**config.mk**
```make
export PLATFORM = sky130hd
export DESIGN_NAME = page_disp_mux
export DESIGN_NICKNAME = d
export VERILOG_FILES = /design/src/rtl/disp_pkg.sv /design/src/rtl/tick_div.sv /design/src/rtl/page_disp_mux.sv
export SDC_FILE = /design/constraint.sdc
export NUM_CORES = 1
export LEC_CHECK = 0
export ABC_CLOCK_PERIOD_IN_PS = 2660
export BUFFER_PORTS_ARGS = -buffer_cell sky130_fd_sc_hd__buf_2
export CAP_MARGIN = 20
export CORE_MARGIN = 2
export CORE_UTILIZATION = 35
export DETAILED_ROUTE_END_ITERATION = 8
export GPL_ROUTABILITY_DRIVEN = 0
export PLACE_DENSITY_LB_ADDON = 0.3
export SLEW_MARGIN = 20
export SYNTH_ARGS = -nofsm -noshare
export SYNTH_HDL_FRONTEND = slang
export SYNTH_SLANG_ARGS = --single-unit
```
**constraint.sdc**
```tcl
create_clock -name CLK -period 2.66 [get_ports CLK]
set_input_delay 0.399 -clock CLK [delete_from_list [all_inputs] [get_ports CLK]]
set_output_delay 0.399 -clock CLK [all_outputs]
set_load 0.005 [all_outputs]
```
**src/rtl/disp_pkg.sv**
```systemverilog
// rtl/disp_pkg.sv - shared 7-seg display constants
// Shared by the display mux, the scan driver and the counting logic.
package disp_pkg;
    localparam int DIGIT_W = 4;
    localparam logic [DIGIT_W-1:0] BLANK = 4'hF;
endpackage

```
**src/rtl/tick_div.sv**
```systemverilog
// rtl/tick_div.sv - clearable tick divider
// Counts 0..DIV-1 while enabled; emits a one-cycle tick at DIV-1 and wraps.
module tick_div #(
    parameter int DIV = 4
) (
    input  logic clk,
    input  logic rst_n,
    input  logic clear,
    input  logic enable,
    output logic tick
);
    localparam int CW = (DIV > 1) ? $clog2(DIV) : 1;
    localparam logic [CW-1:0] LAST = CW'(DIV - 1);

    logic [CW-1:0] count;

    assign tick = enable && (count == LAST);

    always_ff @(posedge clk or negedge rst_n) begin
        if (!rst_n) begin
            count <= '0;
        end else if (clear) begin
            count <= '0;
        end else if (enable) begin
            count <= (count == LAST) ? '0 : count + 1'b1;
        end
    end
endmodule

```
**src/rtl/page_disp_mux.sv**
```systemverilog
// rtl/page_disp_mux.sv - multi-page 7-seg display multiplexer
// Page counter, edit-mode blink of the selected field, registered digit output.
module page_disp_mux
    import disp_pkg::*;
#(
    parameter int DIGITS = 4,
    parameter int PAGES = 2,
    parameter int BLINK_DIV = 25_000_000,
    parameter int SCROLL_DIV = 0,
    parameter logic [DIGITS-1:0] FIELD0_MASK = 4'b1100,
    parameter logic [DIGITS-1:0] FIELD1_MASK = 4'b0011
) (
    input  logic                               CLK,
    input  logic                               RST_n,
    input  logic                               EN_work,
    input  logic                               EN_set,
    input  logic                               SET,
    input  logic                               page_next,
    input  logic                               auto_scroll,
    input  logic [DIGIT_W-1:0]                 mode_digit,
    input  logic [PAGES*DIGITS*DIGIT_W-1:0]    page_data,
    output logic [(DIGITS+1)*DIGIT_W-1:0]      disp_out,
    output logic [$clog2(PAGES)-1:0]           page_idx,
    output logic                               blink_phase
);
    localparam int PW = $clog2(PAGES);
    localparam logic [PW-1:0] LAST_PAGE = PW'(PAGES - 1);

    logic edit;
    logic edit_q;
    logic edit_rise;
    logic blink_tick;
    logic scroll_tick;
    logic [DIGITS-1:0] mask;
    logic [DIGITS*DIGIT_W-1:0] digits;

    assign edit = EN_set && !EN_work;
    assign edit_rise = edit && !edit_q;
    assign mask = SET ? FIELD1_MASK : FIELD0_MASK;

    // Entering edit restarts the blink so the field always begins visible.
    tick_div #(.DIV(BLINK_DIV)) u_blink_div (
        .clk    (CLK),
        .rst_n  (RST_n),
        .clear  (!edit || edit_rise),
        .enable (edit),
        .tick   (blink_tick)
    );

    generate
        if (SCROLL_DIV > 0) begin : g_scroll
            // A manual page step restarts the scroll interval.
            tick_div #(.DIV(SCROLL_DIV)) u_scroll_div (
                .clk    (CLK),
                .rst_n  (RST_n),
                .clear  (!auto_scroll || edit || page_next),
                .enable (auto_scroll && !edit),
                .tick   (scroll_tick)
            );
        end else begin : g_no_scroll
            assign scroll_tick = 1'b0;
        end
    endgenerate

    always_comb begin
        digits = '0;
        for (int i = 0; i < DIGITS; i++) begin
            if (edit && blink_phase && mask[i] && (page_idx == '0)) begin
                digits[i*DIGIT_W +: DIGIT_W] = BLANK;
            end else begin
                digits[i*DIGIT_W +: DIGIT_W] =
                    page_data[(int'(page_idx) * DIGITS + i) * DIGIT_W +: DIGIT_W];
            end
        end
    end

    always_ff @(posedge CLK or negedge RST_n) begin
        if (!RST_n) begin
            edit_q      <= 1'b0;
            page_idx    <= '0;
            blink_phase <= 1'b0;
            disp_out    <= {(DIGITS+1){BLANK}};
        end else begin
            edit_q <= edit;

            if (edit) begin
                page_idx <= '0;
            end else if (page_next || scroll_tick) begin
                page_idx <= (page_idx == LAST_PAGE) ? '0 : page_idx + 1'b1;
            end

            if (!edit || edit_rise) begin
                blink_phase <= 1'b0;
            end else if (blink_tick) begin
                blink_phase <= !blink_phase;
            end

            disp_out <= {mode_digit, digits};
        end
    end
endmodule

```
# Word level (Yosys, flattened, before mapping)
# Cells that the tools add are included.
totals:
  register_bits: 48
  latchBits: 0
  mem_bits_rw: 0
  mem_bits_ro: 0
  inputBits: 43
  out_inout_bits: 22
  mem_count: 0
op_classes:
  add_sub_neg: 5
  multipliers: 0
  div_mod_pow: 0
  order_cmp: 0
  eq_ne: 1
  shifts: 4
  mux: 13
  bitwise_logic: 1
  reduce_logical: 20
op_table:
  columns: ["operator", "count"]
  rows:
  - ["$shiftx 32x7->4", 3]
  - ["$mux 25", 3]
  - ["$shiftx 32x6->4", 1]
  - ["$add 25x1->25 const B", 1]
  - ["$eq 25x25->1 const B", 1]
  - ["$mux 4", 5]
  - ["$logic_and 1x1->1", 12]
  - ["$add 3x2->4 const B", 2]
  - ["$reduce_bool 2->1", 3]
  - ["$mux 1", 5]
  - ["$add 3x1->4 const B", 1]
  - ["$logic_not 1->1", 4]
  - ["$add 1x1->1 const B", 1]
  - ["$logic_or 1x1->1", 1]
  - ["$not 1->1", 1]

# Longest topological paths before layout
# Gate-level depths: netlist of run 1.
logic_depth:
  ltp_word: 6
  mapped_depth: 6
  mapped_depth_nobuf: 5

# Modules after synthesis
# Synthesis of run 1 repeated with hierarchy kept, for this count alone.
hier_totals:
  cells_unflattened: 235
  hier_area_um2: 2457.4
by_module_without_submodules:
  columns: ["module", "instances", "cells_each", "area_each_um2", "seq_area_each_um2"]
  rows:
  - ["tick_div", 1, 169, 1508.9, 625.6]
  - ["page_disp_mux", 1, 66, 948.4, 600.6]

# Worst setup path before layout of run 1
# Ideal clock, no wire load.
synth_path:
  path_kind: "reg2reg"
  from: "register u_blink_div.count[4]"
  to: "register u_blink_div.count[24]"
  setup_time_ns: 0.078
  arrival_ns: 1.767
  required_ns: 2.582
  slack_ns: 0.815
  path_stages_with_launch: 7
  n_path_buf: 2
  cell_sequence: "dfrtp_1 > nand4_1 > buf_6 > or4_1 > buf_2 > or3_1 > a21oi_1"
synth_between:
  elab_chain_len: 4
  elab_cells_between_ends: 5
  classes_between: "1 x add/sub; 1 x eq/ne; 3 x mux"
synth_lines:
  columns: ["element", "line", "rtl"]
  rows:
  - ["start: declaration", "tick_div.sv:15", "logic [CW-1:0] count;"]
  - ["start signal: assignment", "tick_div.sv:25", "count <= (count == LAST) ? '0 : count + 1'b1;"]
  - ["$add 25x1->25 / $eq 25x25->1 (equally long branches)", "tick_div.sv:25", null]
  - ["$mux 25 *", "tick_div.sv:25", null]
  - ["$mux 25 *", "tick_div.sv:24", "end else if (enable) begin"]
  - ["$mux 25 *", "tick_div.sv:22", "end else if (clear) begin"]
# Every way passes the cells marked *; elsewhere a longest branch is shown, timed or not. The select of a mux whose other input is x is not followed.
# A chain may end at the register's enable or synchronous reset.

# Worst setup path in the final report of run 1
layout_path:
  from: "register u_blink_div.count[2]"
  to: "register u_blink_div.count[19]"
# The elaborated chain is that of the path after synthesis.

==> qor.yml, run 1 <==
status: "complete, no violations"
hpwl_mm: 3.08
clkSlewWorstSetupHoldPaths_ps: 80
slowest_stage: "or3_1"
cp-start-kind: "register"
fmax_mhz: 517
finalWorstPathRequiredPeriod_ps: 1930
fin_crit_sh_pct: 72.7
dieWidth_um: 82.3
tightest_slew_ps: 885
skew_ps: 6.50
clockBufferDepth: 2
wirelength_mm: 4.24
async_flop_share_pct: 100
arrival_ps: 2160
synth_flop_cell: "dfrtp_1"
fin_area_um2: 2680
cts_tree: "done"
holdCritPathClass: "in -> reg"
synth_edf_count: 0
critPathKind: "reg -> reg"
ctsRootBufferMaster: "clkbuf_8"
startpoint: "u_blink_div.count[2]$_DFFE_PN0P_"
post_cts_buffers: 0
core_area_um2: 5920
die_h_um: 82.3
grt_start_max_net_pins: 42
nets: 311
setup_violations: 0
final_max_slew_viol_count: 0
drt_iter0_drc: 134
combPwrFrac_pct: 13.6
rows: 28
synth_seq_cells: 48
p_clk_share_pct: 34.1
dpl_cell_area_um2: 2550
grt_first_pass_wirelength_mm: 7.53
start_util_pct: 36.2
rsz0062_at_grt: "false"
vias_per_cell: 4.83
n_antenna_cell: 0
clk_latency_ps: 300
io_pins: 65
grt_overflow_total: 0
drv_cap: 0
syn_inst: 200
htreeDepth: 2
drt_first_pass_iters: 4
muxShareOfSynthArea_pct: 7.47
power.leakage_nw: 1.17
switching_share_pct: 22.6
cts_buffers: 5
synthSimpleGateAreaFrac_pct: 21.2
area_growth_pct: 24.7
vias: 1658
synth_top_family_by_area: "simple AND/OR/NAND/NOR gates"
power.density_nw_per_um2: 589
worst-r2r-cell-count: 4
nFillCells: 577
wl_per_cell_um: 12.4
critical_path.max_stage_delay_ps: 550
grt_pass1_vias: 1676
regArea_um2: 1230
synth_xor_area_share_pct: 6.13
grt_usage_pct: 14.6
synth_adder_area_share_pct: 0.583
hold_start: "mode_digit[0]"
crit_chain: "nand3_2 > or3_1 > or4_1 > a21oi_1"
slew_headroom_pct: 41.0
hold_viol: 0
p_seq_share_pct: 52.3
holdPathStages: 1
antenna_found_initial: 0
r2r-end: "u_blink_div.count[19]$_DFFE_PN0P_"
r2r_slack_ps: 730
ys_seq_area_share_pct: 57.2
r2r-start: "u_blink_div.count[2]$_DFFE_PN0P_"
end_kind: "register"
drive_gt1_share_pct: 35.8
avgSynthCellArea_um2: 10.7
numClockSinks: 48
syn_nets: 244
tns_ps: 0
cts-hold-fix-buffers: 0
synth_cell_type_count: 31
ctsResizeCount: 0
intPower_w: 0.00122
ir_drop_uv: 275
synth_compound_area_share_pct: 5.08
synth_area_um2: 2140
holdPathEnd: "disp_out[16]$_DFF_PN1_"
required_ps: 2890
ant_nets: 0
yosysWarnings: 0
worst-path-max-fanout: 9
die-area_um2: 6770
port_buffers: 63
multi_input_area_um2: 868
p_sw_w: 0.000355
drc: 0
[sequential cells by signal, summed over array words and instances, names as in the netlist]
| register | cells |
|---|---|
| u_blink_div.count | 25 |
| disp_out | 20 |
| blink_phase | 1 |
| edit_q | 1 |
| page_idx | 1 |
[critical path: cells and delay by family, from the launching register on]
family | cells | cell delay [ps]
DFF | 1 | 440
AOI/OAI and AO/OA | 1 | 150
and+or+nand+nor | 3 | 1270
[how the worst max path moves through the flow]
stage / end / slack (ps) / depth (start not counted)
3_5_place_dp: u_blink_div.count[19]$_DFFE_PN0P_ / 740 / 4
3_3_place_gp: u_blink_div.count[19]$_DFFE_PN0P_ / 740 / 4
6_report: u_blink_div.count[19]$_DFFE_PN0P_ / 730 / 4
2_1_floorplan: u_blink_div.count[24]$_DFFE_PN0P_ / 820 / 6
4_1_cts: u_blink_div.count[19]$_DFFE_PN0P_ / 700 / 4
5_1_grt: u_blink_div.count[19]$_DFFE_PN0P_ / 570 / 4
[cell usage after synthesis (2+ instances only)]
cell type	number	share of area (%)
nand2_1	25	4.4
mux2i_1	16	7.5
dfstp_2	20	25
or4_1	3	1.1
xnor2_1	13	5.3
nor3_1	4	0.93
dfrtp_1	28	33
nor2_1	20	3.5
nand3_1	5	1.2
nand4_1	9	2.6
nor4bb_1	2	0.93
xor2_1	2	0.82
inv_1	3	0.53
a21oi_1	9	2.1
o31ai_1	2	0.70
clkbuf_1	5	0.88
or3_1	8	2.3
and4_1	2	0.82
o21ai_0	7	1.6
nor4_1	5	1.5
and3_1	2	0.58
[routing by layer]
metal	GRT usage, %	vias up	part of all wire (%)
met3	3.26	4	3.7
met2	25.0	33	50
met1	17.8	790	45
met5	0	-	0
met4	6.00	0	1.6
li1	-	831	-
[layout by cell type (no fill, tap or decap), types with 2 or more instances in the layout]
cell type and n:
nand2_1 25, xor2_1 2, dfrtp_1 28, buf_2 63, or4_1 3, clkbuf_8 5
or3_1 8, nor4bb_1 2, dfstp_2 20, xnor2_1 13, a21oi_1 9, o21ai_0 7
nor2_1 20, nor3_1 4, nand3_1 5, mux2i_1 16, buf_4 5, nand4_1 9
nor4_1 5, inv_1 3, and4_1 2, and3_1 2, clkbuf_16 2, o31ai_1 2
[area by class of cell]
class                      count  area share, %
multi-input combinational    141           32.5
timing repair buffer          68           13.2
tap                           75           3.51
sequential                    48           45.8
clock buffer                   8           4.58
inverter                       3          0.421
[stage by stage]
stage | power [W] | cells | util (%) | hold WS [ps] | setup WS, ps
after floorplan | 0.000946 | 200 | - | 103 | 815
after global placement | 0.00105 | 335 | 43.1 | 474 | 742
after detailed placement | 0.00106 | 335 | 43.1 | 495 | 744
after CTS | 0.00160 | 343 | 45.2 | 181 | 697
after global routing | 0.00166 | 343 | 45.2 | 164 | 567
final | 0.00158 | 343 | 45.2 | 189 | 725
[kinds of logic after synthesis]
kind of cell,count (synthesis)
compound gates,20
xor+xnor,15
fa+ha+maj,1
buf+inv,11
flops,48
mux,16
simple gates,89
[power groups by stage]
stage	Sequential [W]	Combinational, W	Clock (W)
2_1_floorplan	0.000846	0.000100	0
3_5_place_dp	0.000838	0.000220	0
4_1_cts	0.000825	0.000221	0.000553
3_3_place_gp	0.000837	0.000216	0
6_report	0.000824	0.000214	0.000538
5_1_grt	0.000831	0.000242	0.000591
Power figures use the tool's default switching activity.
==> run 2: changes to the inputs <==
--- a/config.mk
+++ b/config.mk
@@ -5,7 +5,8 @@
 export SDC_FILE = /design/constraint.sdc
 export NUM_CORES = 1
 export LEC_CHECK = 0
-export ABC_CLOCK_PERIOD_IN_PS = 2660
+export ABC_AREA = 1
+export ABC_CLOCK_PERIOD_IN_PS = 1900
 export BUFFER_PORTS_ARGS = -buffer_cell sky130_fd_sc_hd__buf_2
 export CAP_MARGIN = 20
 export CORE_MARGIN = 2
==> constraint.sdc (replaced) <==
create_clock -name CLK -period 1.9 [get_ports CLK]
set_input_delay 0.285 -clock CLK [delete_from_list [all_inputs] [get_ports CLK]]
set_output_delay 0.285 -clock CLK [all_outputs]
set_load 0.005 [all_outputs]
==> run 2 against run 1 <==
Global-route usage increased by 0.44 points. Power rose by 36%. Worst hold slack got worse by 120 ps. Combinational power up 9.3%. Synthesized cell count increased by 51%. Sequential cell count unchanged. Sequential share of layout area shrank 4.3 points. Register-to-register slack lost 340 ps. Core utilization decreased by 0.97 points. First-iteration DRC count shrank 16%. Cell area is 10% higher. Critical path type unchanged.
==> qor.yml, run 2 <==
synth_edf_count: 0  # unchanged
netlist_top_cells_count: "96 x nand2_1, 56 x nor2_1, 29 x inv_1"
final_max_slew_viol_count: 0  # unchanged
rows: 30  # +7.1%
fmax_mhz: 660  # +28%
synth_adder_area_share_pct: 0.525  # -0.059 points
startpoint: "u_blink_div.count[1]$_DFFE_PN0P_"
dpl_cell_area_um2: 2830  # +11%
layout_common_cells: "96 x nand2_1, 63 x buf_2, 56 x nor2_1"
cp-start-kind: "register"
htreeDepth: 2  # unchanged
antenna_found_initial: 0  # unchanged
worst-r2r-cell-count: 9  # +5
die-area_um2: 7490  # +11%
regArea_um2: 1230  # unchanged
tightest_slew_ps: 385  # -500 ps
drive_gt1_share_pct: 31.2  # -4.6 points
finalWorstPathRequiredPeriod_ps: 1520  # -420 ps
cts-hold-fix-buffers: 1  # +1
muxShareOfSynthArea_pct: 0  # -7.5 points
power.density_nw_per_um2: 726  # +23%
ant_nets: 0  # unchanged
final_common_cell: "nand2_1"
required_ps: 2140  # -750 ps
synth_compound_area_share_pct: 1.73  # -3.3 points
synth_flop_cell: "dfrtp_1"
io_pins: 65  # unchanged
rsz0062_at_grt: "false"
ctsResizeCount: 0  # unchanged
nFillCells: 688  # +19%
clk_latency_ps: 300  # about the same
yosysMostFrequentCell: "nand2_1"
grt_first_pass_wirelength_mm: 8.87  # +18%
grt_usage_pct: 15.1  # +0.44 points
ys_seq_area_share_pct: 51.4  # -5.8 points
setup_violations: 0  # unchanged
grt_start_max_net_pins: 20  # -52%
largest-register: "u_blink_div.count"
tns_ps: 0  # unchanged
area_growth_pct: 23.9
cts_tree: "done"
r2r_slack_ps: 380  # -340 ps
end_kind: "register"
drv_cap: 0  # unchanged
power.leakage_nw: 1.39  # +19%
r2r-end: "u_blink_div.count[24]$_DFFE_PN0P_"
fin_area_um2: 2950  # +10%
grt_pass1_vias: 2007  # +20%
top_regs: "u_blink_div.count: 25 flops, disp_out: 20 flops"
die_h_um: 86.5  # +5.2%
nets: 418  # +34%
n_antenna_cell: 0  # unchanged
port_buffers: 63  # unchanged
yosysWarnings: 0  # unchanged
slew_headroom_pct: 74.3  # +33 points
avgSynthCellArea_um2: 7.92  # -26%
skew_ps: 5.73  # -0.770 ps
r2r-start: "u_blink_div.count[1]$_DFFE_PN0P_"
ir_drop_uv: 326  # +19%
drt_iter0_drc: 113  # -16%
synth_top_family_by_area: "simple AND/OR/NAND/NOR gates"
async_flop_share_pct: 100  # unchanged
synth_top_cell_by_area: "dfrtp_1"
syn_inst: 301  # +51%
drt_first_pass_iters: 4  # unchanged
wirelength_mm: 5.12  # +21%
cts_buffers: 5  # unchanged
largest_reg_flops: 25  # unchanged
arrival_ps: 1760  # -400 ps
synth_seq_cells: 48  # unchanged
worst-path-max-fanout: 3  # -6
clkSlewWorstSetupHoldPaths_ps: 100  # +20 ps
hpwl_mm: 4.03  # +31%
multi_input_area_um2: 1030  # +18%
post_cts_buffers: 0  # unchanged
endpoint: "u_blink_div.count[24]$_DFFE_PN0P_"
core_area_um2: 6680  # +13%
start_util_pct: 35.7  # -0.53 points
fin_crit_sh_pct: 79.7  # +7.0 points
vias_per_cell: 4.52  # -6.6%
ctsRootBufferMaster: "clkbuf_8"
yosysTopAreaCellShare_pct: 29.4  # -3.3 points
synthSimpleGateAreaFrac_pct: 37.8  # +17 points
critPathKind: "reg -> reg"
hold_viol: 0  # unchanged
vias: 2055  # +24%
grt_overflow_total: 0  # unchanged
synth_area_um2: 2380  # +11%
clockBufferDepth: 2  # unchanged
numClockSinks: 48  # unchanged
drc: 0  # unchanged
syn_nets: 345  # +41%
status: "complete, no violations"
synth_cell_type_count: 25  # -19%
dieWidth_um: 86.5  # +5.2%
holdCritPathClass: "in -> reg"
ys_top_cells_by_area: "dfrtp_1 29%, dfstp_2 22%, nand2_1 15%"
synth_xor_area_share_pct: 2.94  # -3.2 points
wl_per_cell_um: 11.2  # -9.1%
run 2: worst min path at each step:
stage                              from                               end  slack (ps)  cells after the start
after floorplan                   RST_n           blink_phase$_DFFE_PN0P_         -10                      0
after global placement            RST_n  u_blink_div.count[4]$_DFFE_PN0P_         230                      1
after detailed placement          RST_n  u_blink_div.count[4]$_DFFE_PN0P_         240                      1
after CTS                 mode_digit[2]            disp_out[18]$_DFF_PN1_          50                      1
after global routing      mode_digit[2]            disp_out[18]$_DFF_PN1_          40                      1
final                     mode_digit[2]            disp_out[18]$_DFF_PN1_          70                      1
run 2: power by group:
part	leakage, nW	switching (W)	internal (W)	total, W
clock network	0.0607	0.000380	0.000406	0.000786
logic	0.727	0.000126	0.000107	0.000234
registers	0.598	0.0000135	0.00111	0.00112
total	1.39	0.000520	0.00162	0.00214
run 2: layout make-up:
| type | count | area share [%] |
|---|---|---|
| clock buffer | 5 | 2.33 |
| clock inverter | 3 | 1.69 |
| inverter | 30 | 3.81 |
| multi-input combinational | 219 | 34.7 |
| sequential | 48 | 41.5 |
| tap | 80 | 3.39 |
| timing repair buffer | 70 | 12.5 |
run 2: metrics by stage:
step / utilization, % / hold slack [ps] / instances / power [W] / setup slack (ps)
final: 44.2 / 70.0 / 455 / 0.00214 / 385
after floorplan: - / -10.6 / 301 / 0.00124 / 522
after global placement: 42.3 / 231 / 446 / 0.00137 / 443
after detailed placement: 42.3 / 238 / 446 / 0.00138 / 421
after CTS: 44.2 / 53.2 / 455 / 0.00218 / 391
after global routing: 44.2 / 41.9 / 455 / 0.00225 / 245
run 2: per-layer routing:
layer	part of all wire, %	GRT usage [%]
met5	0	0
met4	0.86	4.26
met3	7.4	5.33
met2	46	24.6
met1	46	18.9
run 2: cell families (layout without fill, tap and decap cells):
logic type,after synthesis,after routing
buffers and inverters,34,108
adder cells (fa/ha/maj),1,1
flip-flops,48,48
AO/OA/AOI/OAI,6,6
XOR/XNOR,8,8
AND/OR/NAND/NOR,204,204
run 2: worst max-delay path, cell delays in order, from the launching register on:
cell and delay [ps]:
dfrtp_1 390, ha_1 180, nand2_1 100, inv_1 110, nand3_1 150, nor2_1 180
nand2_1 130, nand2_1 70, nand2_1 50, nor2_1 90
==> run 3: changes to the inputs <==
--- a/config.mk
+++ b/config.mk
@@ -5,8 +5,8 @@
 export SDC_FILE = /design/constraint.sdc
 export NUM_CORES = 1
 export LEC_CHECK = 0
-export ABC_AREA = 1
-export ABC_CLOCK_PERIOD_IN_PS = 1900
+export ABC_AREA = 0
+export ABC_CLOCK_PERIOD_IN_PS = 1220
 export BUFFER_PORTS_ARGS = -buffer_cell sky130_fd_sc_hd__buf_2
 export CAP_MARGIN = 20
 export CORE_MARGIN = 2
==> constraint.sdc (replaced) <==
create_clock -name CLK -period 1.22 [get_ports CLK]
set_input_delay 0.183 -clock CLK [delete_from_list [all_inputs] [get_ports CLK]]
set_output_delay 0.183 -clock CLK [all_outputs]
set_load 0.005 [all_outputs]
==> run 3 against run 2 <==
The flow now finishes with violations (setup timing). Sequential power increased by 61%. Cell area is 16% higher. Critical path depth fell by 4. Worst hold slack improved by 24 ps. Power is 64% higher. Largest cell class unchanged.
==> qor.yml, run 3 (synthesis gave the netlist of run 1 again) <==
status: "finished, violations left"
violations: "setup timing"
n_antenna_cell: 0  # unchanged
tightest_slew_ps: 417  # +31.8 ps
power.leakage_nw: 1.52  # +9.8%
grt_pass1_vias: 1934  # -3.6%
wirelength_mm: 5.67  # +11%
fin_area_um2: 3410  # +16%
holdPathEnd: "disp_out[11]$_DFF_PN1_"
drt_iter0_drc: 95  # -16%
worst-path-max-fanout: 8  # +5
rows: 28  # -6.7%
p_seq_share_pct: 51.4  # -1.0 points
startpoint: "u_blink_div.count[1]$_DFFE_PN0P_"
r2r-start: "u_blink_div.count[1]$_DFFE_PN0P_"
r2r-end: "u_blink_div.count[18]$_DFFE_PN0P_"
io_pins: 65  # unchanged
finalWorstPathRequiredPeriod_ps: 1760  # +248 ps
finish.utilization_pct: 57.7  # +13 points
largest-register: "u_blink_div.count"
critPathKind: "reg -> reg"
holdCritPathClass: "in -> reg"
layout_common_cells: "63 x buf_2, 53 x buf_4, 27 x dfrtp_1"
combPwrFrac_pct: 18.3  # +7.4 points
wl_per_cell_um: 14.0  # +24%
end_kind: "register"
drv_cap: 0  # unchanged
grt_usage_pct: 17.4  # +2.3 points
critPathTopFamily: "simple AND/OR/NAND/NOR gates"
clk_latency_ps: 300  # about the same
hpwl_mm: 3.71  # -7.9%
hold_start: "page_data[11]"
power.density_nw_per_um2: 1030  # +41%
fin_crit_sh_pct: 145  # +65 points
drive_gt1_share_pct: 57.0  # +26 points
slew_headroom_pct: 72.2  # -2.1 points
port_buffers: 63  # unchanged
largest_reg_flops: 25  # unchanged
drt_first_pass_iters: 4  # unchanged
worst-r2r-cell-count: 5  # -4
crit_chain: "ha_4 > nand3_2 > or4_4 > or3_4 > a21oi_2"
intPower_w: 0.00266  # +64%
vias: 1961  # -4.6%
grt_start_max_net_pins: 22  # +10%
p_clk_share_pct: 30.3  # -6.4 points
path_buf_inv: 0  # -1
cp-start-kind: "register"
setup_violations: 25  # +25
clkSlewWorstSetupHoldPaths_ps: 90  # about the same
required_ps: 1450  # -690 ps
drc: 0  # unchanged
core_area_um2: 5920  # -11%
grt_overflow_total: 0  # unchanged
top_regs: "u_blink_div.count: 25 flops, disp_out: 20 flops"
p_sw_w: 0.000848  # +63%
ir_drop_uv: 540  # +66%
rsz0062_at_grt: "true"
cts_buffers: 5  # unchanged
numClockSinks: 48  # unchanged
final_common_cell: "buf_2"
cts_tree: "done"
r2r_slack_ps: -540  # -930 ps
area_growth_pct: 59.2
clockBufferDepth: 2  # unchanged
ant_nets: 0  # unchanged
ctsRootBufferMaster: "clkbuf_8"
fmax_mhz: 567  # -14%
die-area_um2: 6770  # -9.6%
antenna_found_initial: 0  # unchanged
start_util_pct: 36.2  # +0.53 points
dieWidth_um: 82.3  # -4.9%
critical_path.max_stage_delay_ps: 570  # +180 ps
hold_ws_ps: 94.3  # +24.3 ps
slowest_stage: "or4_4"
final_max_slew_viol_count: 0  # unchanged
vias_per_cell: 4.84  # +7.2%
dpl_cell_area_um2: 2870  # +1.7%
holdPathStages: 3  # +2
grt_first_pass_wirelength_mm: 8.92  # +0.54%
post-place-ws_ps: -515  # -936 ps
die_h_um: 82.3  # -4.9%
hold_viol: 0  # unchanged
htreeDepth: 2  # unchanged
arrival_ps: 1990  # +230 ps
timing.final.ws_setup_ps: -544  # -928 ps
switching_share_pct: 24.2  # -0.055 points
nets: 373  # -11%
skew_ps: 4.31  # -1.42 ps
run 3: metal layers:
metal  up-vias  share of wire (%)  wire, µm  GRT usage (%)
li1        957                  -         -              -
met1       959                 41      2330           21.0
met2        35                 53      3020           30.4
met3        10                3.9       220           3.15
met4         0                1.7        94           6.83
met5         -                  0         0              0
run 3: layout make-up:
type,instances,area [µm²]
clock buffers,6,93.8
clock inverters,2,11.3
fillers,495,2510
inverters,3,11.3
multi-input cells,141,1070
flip-flops and latches,48,1230
well taps,75,93.8
repair buffers,130,905
run 3: worst min-delay path: stages:
cell,delay (ps)
buf_2,70
mux2i_1,50
nand2_1,60
run 3: power groups by stage:
stage	combinational, W	clock, W	sequential [W]
global placement	0.000500	0	0.00182
floorplan	0.000223	0	0.00184
finish	0.000640	0.00106	0.00180
CTS	0.000539	0.00109	0.00180
detailed placement	0.000511	0	0.00183
global route	0.000700	0.00117	0.00181
run 3: repair_timing:
item | in CTS | in global routing
setup endpoints to repair | 26 | 26
hold buffers | 4 | 0
hold endpoints to repair | 4 | 0
buffers inserted | 5 | 15
gates resized for setup | 9 | 46
pin swaps | 6 | 16
cloned | 1 | 2
run 3: how the worst max path moves through the flow:
stage	to	slack, ps	depth (start not counted)
detailed placement	u_blink_div.count[20]$_DFFE_PN0P_	-510	5
finish	u_blink_div.count[18]$_DFFE_PN0P_	-540	5
global route	u_blink_div.count[18]$_DFFE_PN0P_	-600	5
CTS	u_blink_div.count[20]$_DFFE_PN0P_	-500	5
floorplan	u_blink_div.count[18]$_DFFE_PN0P_	-520	6
global placement	u_blink_div.count[18]$_DFFE_PN0P_	-450	5
run 3: through the flow:
| step | TNS, ps | total power (W) | instances |
|---|---|---|---|
| after global placement | -9880 | 0.00232 | 371 |
| final | -11360 | 0.00351 | 405 |
| after global routing | -13310 | 0.00368 | 405 |
| after CTS | -10390 | 0.00343 | 389 |
| after detailed placement | -10190 | 0.00234 | 371 |
| after floorplan | -7910 | 0.00207 | 200 |
